$ cat config.mk
export PLATFORM = sky130hd
export DESIGN_NAME = uba_intr_ack
export DESIGN_NICKNAME = d
export VERILOG_FILES = /design/src/rtl/uba_intr_ack.sv
export SDC_FILE = /design/constraint.sdc
export NUM_CORES = 1
export LEC_CHECK = 0
export CAP_MARGIN = 20
export CELL_PAD_IN_SITES_DETAIL_PLACEMENT = 0
export CELL_PAD_IN_SITES_GLOBAL_PLACEMENT = 2
export CORE_AREA = 2 2 112 114
export DETAILED_ROUTE_END_ITERATION = 7
export DIE_AREA = 0 0 114 116
export GPL_TIMING_DRIVEN = 0
export PLACE_DENSITY = 0.86
export SYNTH_ARGS = -nofsm -noshare
export SYNTH_HDL_FRONTEND = slang
export SYNTH_SLANG_ARGS = --single-unit
$ cat constraint.sdc
create_clock -name clk -period 2.1 [get_ports clk]
set_clock_uncertainty 0.1 [all_clocks]
set_input_delay 0.21 -clock clk [delete_from_list [all_inputs] [get_ports clk]]
set_output_delay 0.21 -clock clk [all_outputs]
set_load 0.01 [all_outputs]
$ cat src/rtl/uba_intr_ack.sv
// uba_intr_ack
// WRU interrupt-acknowledge sequencer for one UBA. A WRU read selects the
// high (BR7/BR6) and/or low (BR5/BR4) device group by PI level, picks the
// highest-priority requesting device, holds ACK on it until it presents a
// vector or the ACK times out, then returns the vector to the read path.
module uba_intr_ack #(
    parameter int NDEV    = 4,
    parameter int TIMEOUT = 255
) (
    input  logic                 clk,
    input  logic                 rst,
    input  logic                 wruREAD,
    input  logic [2:0]           busPI,
    input  logic [2:0]           statPIH,
    input  logic [2:0]           statPIL,
    input  logic [NDEV-1:0]      devREQ,
    input  logic [2*NDEV-1:0]    devBR,
    input  logic [NDEV-1:0]      devVECTV,
    input  logic [16*NDEV-1:0]   devVECT,
    output logic [NDEV-1:0]      devACK,
    output logic                 wruBUSY,
    output logic                 wruDONE,
    output logic                 wruMATCH,
    output logic                 wruTIMEOUT,
    output logic [15:0]          wruVECT
);

    localparam int IDXW = (NDEV > 1) ? $clog2(NDEV) : 1;
    localparam int CNTW = 10;
    localparam logic [CNTW-1:0] TIMEOUT_C = CNTW'(TIMEOUT);

    // BR line codes as presented by the devices
    localparam logic [1:0] BR7 = 2'd3;
    localparam logic [1:0] BR6 = 2'd2;
    localparam logic [1:0] BR5 = 2'd1;
    localparam logic [1:0] BR4 = 2'd0;

    typedef enum logic [1:0] {
        ST_IDLE = 2'd0,
        ST_ARB  = 2'd1,
        ST_ACK  = 2'd2,
        ST_DONE = 2'd3
    } state_t;

    typedef struct packed {
        logic            found;
        logic [IDXW-1:0] idx;
    } pick_t;

    // Lowest-index requesting device whose BR code equals the given level.
    function automatic pick_t pick_level(
        input logic [NDEV-1:0]   req,
        input logic [2*NDEV-1:0] br,
        input logic [1:0]        code
    );
        pick_t p;
        logic  hit;
        p.found = 1'b0;
        p.idx   = '0;
        // scan downward so the lowest index is the last writer
        for (int i = NDEV - 1; i >= 0; i--) begin
            hit     = req[i] && (br[2*i +: 2] == code);
            p.found = hit ? 1'b1 : p.found;
            p.idx   = hit ? IDXW'(i) : p.idx;
        end
        return p;
    endfunction

    // One-hot decode of a device index.
    function automatic logic [NDEV-1:0] onehot(input logic [IDXW-1:0] idx);
        logic [NDEV-1:0] oh;
        for (int i = 0; i < NDEV; i++) begin
            oh[i] = (IDXW'(i) == idx);
        end
        return oh;
    endfunction

    state_t            state_q,   state_d;
    logic              match_h_q, match_h_d;
    logic              match_l_q, match_l_d;
    logic [IDXW-1:0]   sel_q,     sel_d;
    logic [CNTW-1:0]   cnt_q,     cnt_d;
    logic [NDEV-1:0]   dev_ack_q, dev_ack_d;
    logic              busy_q,    busy_d;
    logic              done_q,    done_d;
    logic              match_q,   match_d;
    logic              tmo_q,     tmo_d;
    logic [15:0]       vect_q,    vect_d;

    pick_t             pick7_s, pick6_s, pick5_s, pick4_s;
    pick_t             win_s;
    logic              sel_valid_s;
    logic [15:0]       sel_vect_s;

    // Per-level candidates from the live request lines.
    always_comb begin
        pick7_s = pick_level(devREQ, devBR, BR7);
        pick6_s = pick_level(devREQ, devBR, BR6);
        pick5_s = pick_level(devREQ, devBR, BR5);
        pick4_s = pick_level(devREQ, devBR, BR4);
    end

    // Group priority: high group first when matched, low group as fallback.
    always_comb begin
        win_s = '0;
        if (match_h_q && pick7_s.found) begin
            win_s = pick7_s;
        end else if (match_h_q && pick6_s.found) begin
            win_s = pick6_s;
        end else if (match_l_q && pick5_s.found) begin
            win_s = pick5_s;
        end else if (match_l_q && pick4_s.found) begin
            win_s = pick4_s;
        end else begin
            win_s = '0;
        end
    end

    // Valid and vector of the currently acknowledged device only.
    always_comb begin
        sel_valid_s = devVECTV[sel_q];
        sel_vect_s  = devVECT[{sel_q, 4'b0000} +: 16];
    end

    // Next-state and registered-output computation.
    always_comb begin
        state_d   = state_q;
        match_h_d = match_h_q;
        match_l_d = match_l_q;
        sel_d     = sel_q;
        cnt_d     = cnt_q;
        dev_ack_d = dev_ack_q;
        busy_d    = busy_q;
        done_d    = 1'b0;
        match_d   = match_q;
        tmo_d     = tmo_q;
        vect_d    = vect_q;

        case (state_q)
            ST_IDLE: begin
                if (wruREAD) begin
                    match_h_d = (busPI != 3'd0) && (statPIH == busPI);
                    match_l_d = (busPI != 3'd0) && (statPIL == busPI);
                    busy_d    = 1'b1;
                    match_d   = 1'b0;
                    tmo_d     = 1'b0;
                    vect_d    = 16'h0000;
                    state_d   = ST_ARB;
                end else begin
                    state_d   = ST_IDLE;
                end
            end
            ST_ARB: begin
                if (win_s.found) begin
                    sel_d     = win_s.idx;
                    cnt_d     = '0;
                    dev_ack_d = onehot(win_s.idx);
                    state_d   = ST_ACK;
                end else begin
                    match_d   = 1'b0;
                    vect_d    = 16'h0000;
                    done_d    = 1'b1;
                    state_d   = ST_DONE;
                end
            end
            ST_ACK: begin
                if (sel_valid_s) begin
                    vect_d    = sel_vect_s;
                    match_d   = 1'b1;
                    dev_ack_d = '0;
                    done_d    = 1'b1;
                    state_d   = ST_DONE;
                end else if (cnt_q == TIMEOUT_C) begin
                    tmo_d     = 1'b1;
                    match_d   = 1'b0;
                    vect_d    = 16'h0000;
                    dev_ack_d = '0;
                    done_d    = 1'b1;
                    state_d   = ST_DONE;
                end else begin
                    cnt_d     = cnt_q + 10'd1;
                end
            end
            ST_DONE: begin
                busy_d    = 1'b0;
                dev_ack_d = '0;
                state_d   = ST_IDLE;
            end
            default: begin
                busy_d    = 1'b0;
                dev_ack_d = '0;
                state_d   = ST_IDLE;
            end
        endcase
    end

    // State and output registers; reset drops ACK immediately.
    always_ff @(posedge clk or negedge rst) begin
        if (!rst) begin
            state_q   <= ST_IDLE;
            match_h_q <= 1'b0;
            match_l_q <= 1'b0;
            sel_q     <= '0;
            cnt_q     <= '0;
            dev_ack_q <= '0;
            busy_q    <= 1'b0;
            done_q    <= 1'b0;
            match_q   <= 1'b0;
            tmo_q     <= 1'b0;
            vect_q    <= 16'h0000;
        end else begin
            state_q   <= state_d;
            match_h_q <= match_h_d;
            match_l_q <= match_l_d;
            sel_q     <= sel_d;
            cnt_q     <= cnt_d;
            dev_ack_q <= dev_ack_d;
            busy_q    <= busy_d;
            done_q    <= done_d;
            match_q   <= match_d;
            tmo_q     <= tmo_d;
            vect_q    <= vect_d;
        end
    end

    assign devACK     = dev_ack_q;
    assign wruBUSY    = busy_q;
    assign wruDONE    = done_q;
    assign wruMATCH   = match_q;
    assign wruTIMEOUT = tmo_q;
    assign wruVECT    = vect_q;

endmodule

==> results of run 1 <==
## logic make-up (layout without fill, tap and decap cells)
| logic type | after synthesis | in the layout | share of synthesized area |
|---|---|---|---|
| and+or+nand+nor | 90 | 90 | 0.181 |
| muxes | 37 | 37 | 0.219 |
| DFF | 40 | 40 | 0.353 |
| xor gates and xnor gates | 4 | 4 | 0.0124 |
| adders and majority gates | 6 | 6 | 0.0265 |
| AOI/OAI and AO/OA | 61 | 61 | 0.173 |
| buffers and inverters | 22 | 163 | 0.0353 |
## synthesized netlist by cell type, drive strengths merged, types with 2 or more instances
| library cell | instances |
|---|---|
| nor2b | 6 |
| o31a | 2 |
| xor2 | 4 |
| a31oi | 2 |
| and3 | 18 |
| mux2i | 4 |
| nand3b | 5 |
| dfrtp | 40 |
| a21oi | 8 |
| a21boi | 3 |
| nor4 | 2 |
| nand3 | 9 |
| nor3 | 3 |
| a32o | 4 |
| mux2 | 16 |
| a22oi | 3 |
| o221ai | 2 |
| nand4 | 6 |
| mux4 | 17 |
| nand2b | 5 |
| o21ai | 12 |
| ha | 6 |
| buf | 4 |
| or3 | 2 |
| o211ai | 2 |
| nor2 | 9 |
| o21a | 2 |
| o31ai | 3 |
| clkbuf | 7 |
| o311ai | 2 |
| inv | 11 |
| o41ai | 5 |
| nand2 | 19 |
## layer usage
metal,vias up,GRT usage,wire (µm)
li1,1310,-,-
met1,1315,0.148,3430
met2,92,0.231,4250
met4,0,0.0374,121
met3,6,0.0350,574
met5,-,0,0
## final timing paths
check	startpoint	end	slack [ns]	cells past startpoint
min reg2reg	devACK[2]	devACK[2]	0.40	1
max	sel_q[0]	wruVECT[12]	-0.12	8
min	rst	wruVECT[8]	0.18	2
min in group clk	devACK[2]	devACK[2]	0.40	1
max reg2reg	sel_q[0]	wruVECT[12]	-0.12	8
max in group asynchronous	rst	sel_q[1]	1.30	3
## metrics by stage
step | hold slack, ns | setup WS (ns) | power, mW
floorplan | -0.186 | -0.0648 | 2.64
global route | 0.199 | -0.158 | 5.35
detailed placement | -0.0627 | -0.556 | 3.53
finish | 0.180 | -0.115 | 5.01
global placement | 0.385 | -0.549 | 3.49
CTS | 0.189 | -0.0948 | 4.94
## sequential cells by signal, summed over array words and instances (netlist names)
| signal | cells |
|---|---|
| wruTIMEOUT | 1 |
| wruBUSY | 1 |
| sel_q | 2 |
| wruDONE | 1 |
| match_h_q | 1 |
| state_q | 2 |
| devACK | 4 |
| wruVECT | 16 |
| cnt_q | 10 |
| match_l_q | 1 |
| wruMATCH | 1 |
## cell type report
type	instances	area [µm²]	share of cell area
Sequential cell	40	1000	0.211
Multi-Input combinational cell	198	1900	0.401
Timing Repair Buffer	137	1370	0.289
Tap cell	147	184	0.0388
Clock buffer	7	153	0.0322
Clock inverter	1	30.0	0.00633
Inverter	11	41.3	0.00871
Buffer	7	56.3	0.0119
## critical path: cells and delay by family, from the launching register on
kind	cells	cell delay, ns
AO/OA/AOI/OAI	1	0.23
buffers and inverters	3	0.39
flip-flops	1	0.36
multiplexers	2	0.84
AND/OR/NAND/NOR	2	0.18
## report_power, final
group          total (mW)  switching [mW]  internal [mW]
clock network       0.934           0.308          0.626
registers            1.21           0.196           1.02
logic                2.87            1.29           1.58
total                5.01            1.79           3.22
## repair_timing
| item | CTS | global route |
|---|---|---|
| gates cloned | 1 | 0 |
| resized for setup | 32 | 26 |
| setup buffers | 15 | 4 |
| pin swaps | 12 | 5 |
| setup endpoints to repair | 34 | 34 |
| hold buffers | 1 | 0 |
| endpoints found under the hold margin | 40 | 0 |
## cells in the final DEF, fill, tap and decap left out, types with 2 or more instances in the layout
cell type / count
xor2_1: 4
mux4_1: 5
a21oi_1: 7
inv_2: 2
clkbuf_16: 5
ha_1: 5
nor2_1: 8
clkbuf_2: 4
nand3_1: 8
clkbuf_1: 2
o21ai_0: 8
a21boi_2: 2
o21ai_1: 3
buf_6: 5
nand2b_1: 5
clkbuf_8: 2
nand4_1: 6
o211ai_1: 2
nand3b_1: 5
a32o_1: 4
nand2_1: 17
o21a_1: 2
o41ai_1: 4
nor2b_2: 3
or3_1: 2
nor2b_1: 3
clkdlybuf4s50_1: 106
nor3_1: 2
a22oi_1: 3
buf_12: 4
o31a_1: 2
mux4_2: 12
mux2i_1: 4
and3_1: 18
dlygate4sd2_1: 5
dfrtp_1: 39
mux2_4: 16
a31oi_1: 2
buf_4: 14
inv_1: 9
==> impl_metrics.tcl, run 1 <==
set metrics [dict create \
    rsz0062_at_grt "yes" \
    dp_cells 523 \
    insertedDiodeCount 0 \
    synth_largest_area_cell "dfrtp_1" \
    ys_ff_latch 40 \
    cp.arrival_ns 2.28 \
    syn_to_final_growth_pct 67.3 \
    synth_area_leaders "dfrtp_1 35%, mux4_2 9.5%, mux2_2 6.4%, mux4_1 4.6%, and3_1 4.0%" \
    yosysWarningCount 0 \
    cp-start-kind "register" \
    drt_iter0_drc 78 \
    fin_ws_ns -0.115 \
    fin_util 0.398 \
    synthesis.area_mm2 0.00283 \
    ios 116 \
    power_density_mw_per_mm2 1060 \
    place_area_mm2 0.00422 \
    rows 40 \
    antenna_found_initial 0 \
    fin_nets 498 \
    via_count 2723 \
    avgSynthCellArea_um2 10.9 \
    dp_hpwl_um 6420 \
    die_area_mm2 0.0132 \
    synth-main-ff-cell "dfrtp_1" \
    leakagePower_nw 2.02 \
    crit_path_max_fanout 7 \
    grt_use_total 0.128 \
    clkSinkCount 40 \
    drt_pass1_iterations 4 \
    relSlewSlack 0.640 \
    synthDistinctLibCells 58 \
    drive_above_1_share 0.232 \
    tightest_slew_ns 0.537 \
    grt_pass1_wl_um 13500 \
    final.setup.tns_ns -2.09 \
    fillers 1172 \
    grt_pass1_vias 2827 \
    cts_buffers 5 \
    final_cell_area_mm2 0.00474 \
    finalMaxSlewViolations 0 \
    max_freq_ghz 0.451 \
    status "finished, violations left" \
    cts-root-buf "clkbuf_16" \
    worstPathCellList "buf_6, mux4_2, a41oi_4, buf_6, nand2_4, nand3_4, buf_12, mux2_4" \
    htreeDepth 2 \
    netlist_instances 260 \
    gr-total-overflow 0 \
    fin_crit_ns 2.22 \
    crit_path_end_kind "register" \
    fin_crit_sh 1.05 \
    clkTransAtPathRegs_ns 0.06 \
    initial_core_util 0.238 \
    cts_tree "done" \
    min_path_type "in2async" \
    postRouteAntennaNets 0 \
    ir_drop_mv 0.459 \
    ys_seq_area_frac 0.353 \
    async_flop_share 1.00 \
    gp_congestion 0.816 \
    syn-num-nets 358 \
    synth_edf_count 0 \
    core_region_area_mm2 0.0119 \
    avgViaCountPerCell 4.97 \
    slowest_delay_ns 0.54 \
    numPortBuffers 115 \
    worstPathRequired_ns 2.17 \
    fp.dieH_um 116 \
    grt_max_degree 38 \
    die_width_um 114 \
    cp_common_cell "buf_6" \
    fin_cells 548 \
    critPathSlowestCell "mux4_2" \
    insertion_delay_ns 0.28 \
    synth_top_area_share 0.353 \
    cap_viol_max_count 0 \
    ctsLongestPathBuffers 2 \
    drcViolationCount 0 \
    setup_viol 25 \
    violations "setup timing" \
    crit_type "reg2reg" \
    routed_wl_um 8370 \
    wl_per_cell_um 15.3 \
    finalHoldViolCount 0 \
]
(Power assumes the default switching activity.)
==> inputs of run 2 (changes only) <==
--- a/config.mk
+++ b/config.mk
@@ -12,7 +12,7 @@
 export DETAILED_ROUTE_END_ITERATION = 7
 export DIE_AREA = 0 0 114 116
 export GPL_TIMING_DRIVEN = 0
-export PLACE_DENSITY = 0.86
+export PLACE_DENSITY_LB_ADDON = 0.12
 export SYNTH_ARGS = -nofsm -noshare
 export SYNTH_HDL_FRONTEND = slang
 export SYNTH_SLANG_ARGS = --single-unit
==> run 2 against run 1 <==
The run still ends with setup timing left. Global-route usage rose by 0.66 points. Wire length rose by 5.1%. Clock power rose by 1%. Hold slack improved by 0.16 ns. First-iteration DRC count fell by 3.8%. Die area did not move. Combinational power fell by 4%. Sequential power barely moved. Via count barely moved. Non-clock buffer count fell by 3. Fmax rose by 0.33%.
==> impl_metrics.tcl, run 2 (synthesized netlist as in run 1, its figures left out) <==
set metrics [dict create \
    status "finished, violations left" \
    violations "setup timing" \
    mostFrequentLayoutCell "clkdlybuf4s50_1" \
    dp_hpwl_um 6700 \
    die_width_um 114 \
    crit_path_max_fanout 10 \
    gr-total-overflow 0 \
    final.setup.tns_ns -2.07 \
    worstPathRequired_ns 2.17 \
    power_density_mw_per_mm2 1050 \
    gp_congestion 0.742 \
    crit_type "reg2reg" \
    crit_start "sel_q[0]" \
    fin_ws_ns -0.108 \
    syn_to_final_growth_pct 65.9 \
    fin_crit_sh 1.05 \
    initial_core_util 0.238 \
    cts_tree "done" \
    htreeDepth 2 \
    final_cell_area_mm2 0.00470 \
    rows 40 \
    fin_cells 545 \
    wl_per_cell_um 16.1 \
    cts-root-buf "clkbuf_16" \
    place_area_mm2 0.00423 \
    drt_iter0_drc 75 \
    cp.arrival_ns 2.28 \
    grt_max_degree 22 \
    fin_crit_ns 2.21 \
    fin_nets 495 \
    via_count 2722 \
    tightest_slew_ns 0.616 \
    ir_drop_mv 0.372 \
    die_area_mm2 0.0132 \
    cap_viol_max_count 0 \
    min_path_type "in2async" \
    drive_above_1_share 0.206 \
    crit_path_end_kind "register" \
    drcViolationCount 0 \
    rsz0062_at_grt "yes" \
    leakagePower_nw 2.00 \
    clkTransAtPathRegs_ns 0.06 \
    insertion_delay_ns 0.28 \
    antenna_found_initial 0 \
    drt_pass1_iterations 4 \
    grt_pass1_wl_um 14200 \
    cp-start-kind "register" \
    clkSinkCount 40 \
    routed_wl_um 8800 \
    dp_cells 523 \
    grt_pass1_vias 2790 \
    final_cell_mix "106 x clkdlybuf4s50_1, 39 x dfrtp_1, 18 x nand2_1, 18 x and3_1, 16 x mux2_4" \
    largest_reg_flops 16 \
    fp.dieH_um 116 \
    cts_buffers 5 \
    insertedDiodeCount 0 \
    core_region_area_mm2 0.0119 \
    relSlewSlack 0.589 \
    finalHoldViolCount 0 \
    setup_viol 27 \
    numPortBuffers 115 \
    grt_use_total 0.134 \
    finalMaxSlewViolations 0 \
    ios 116 \
    rr_startpoint "sel_q[0]" \
    max_freq_ghz 0.453 \
    ctsLongestPathBuffers 2 \
    postRouteAntennaNets 0 \
    fin_total_pwr_mw 4.93 \
    avgViaCountPerCell 4.99 \
]
## run 2: cell types whose count changed in the layout (fill, tap and decap cells not counted), sizes merged
cell and delta:
clkbuf -2, dlygate4sd2 +2, buf -3
## run 2: stage by stage
stage	util	setup slack, ns	hold slack [ns]
floorplan	-	-0.0648	-0.186
global placement	0.353	-0.624	0.388
detailed placement	0.355	-0.629	0.135
CTS	0.387	-0.112	0.372
global route	0.395	-0.195	0.416
finish	0.395	-0.108	0.338
## run 2: layout make-up
cell class	instances	area [µm²]
Sequential cell	40	1000
Clock inverter	1	30.0
Fill cell	1206	7210
Tap cell	147	184
Buffer	8	58.8
Timing Repair Buffer	133	1330
Clock buffer	7	153
Inverter	11	41.3
Multi-Input combinational cell	198	1910
## run 2: metal layers
metal  wire (µm)  vias to the layer above  global-route usage  share of wire
met4          78                        0              0.0366         0.0089
met2        3960                       99               0.221           0.45
met5           0                        -                   0              0
met1        4110                     1317               0.176           0.47
li1            -                     1300                   -              -
met3         652                        6              0.0345          0.074
## run 2: critical path, stage by stage, from the launching register on
cell	delay, ns
dfrtp_1	0.34
buf_6	0.11
mux4_2	0.56
a41oi_4	0.32
nand2_4	0.10
nand3_4	0.11
buf_12	0.15
mux2_4	0.30
## run 2: where the power goes
group / switching (mW) / total, mW / internal, mW
Combinational: 1.28 / 2.76 / 1.48
Sequential: 0.204 / 1.22 / 1.02
Clock: 0.319 / 0.945 / 0.626
## run 2: worst paths after layout
path | to | slack, ns | depth (start not counted)
worst max-delay path | wruVECT[1] | -0.11 | 7
worst min-delay path | cnt_q[5] | 0.34 | 2
worst max register to register | wruVECT[1] | -0.11 | 7
worst min register to register | devACK[1] | 0.40 | 1
max in group asynchronous | wruVECT[3] | 1.06 | 3
min in group clk | devACK[1] | 0.40 | 1
## run 2: what timing repair did
action,CTS,global route
hold buffers,1,0
pin swaps,12,10
setup endpoints to repair,35,31
buffers inserted,13,3
gates resized for setup,28,19
hold endpoints to repair,20,0
cloned,0,0
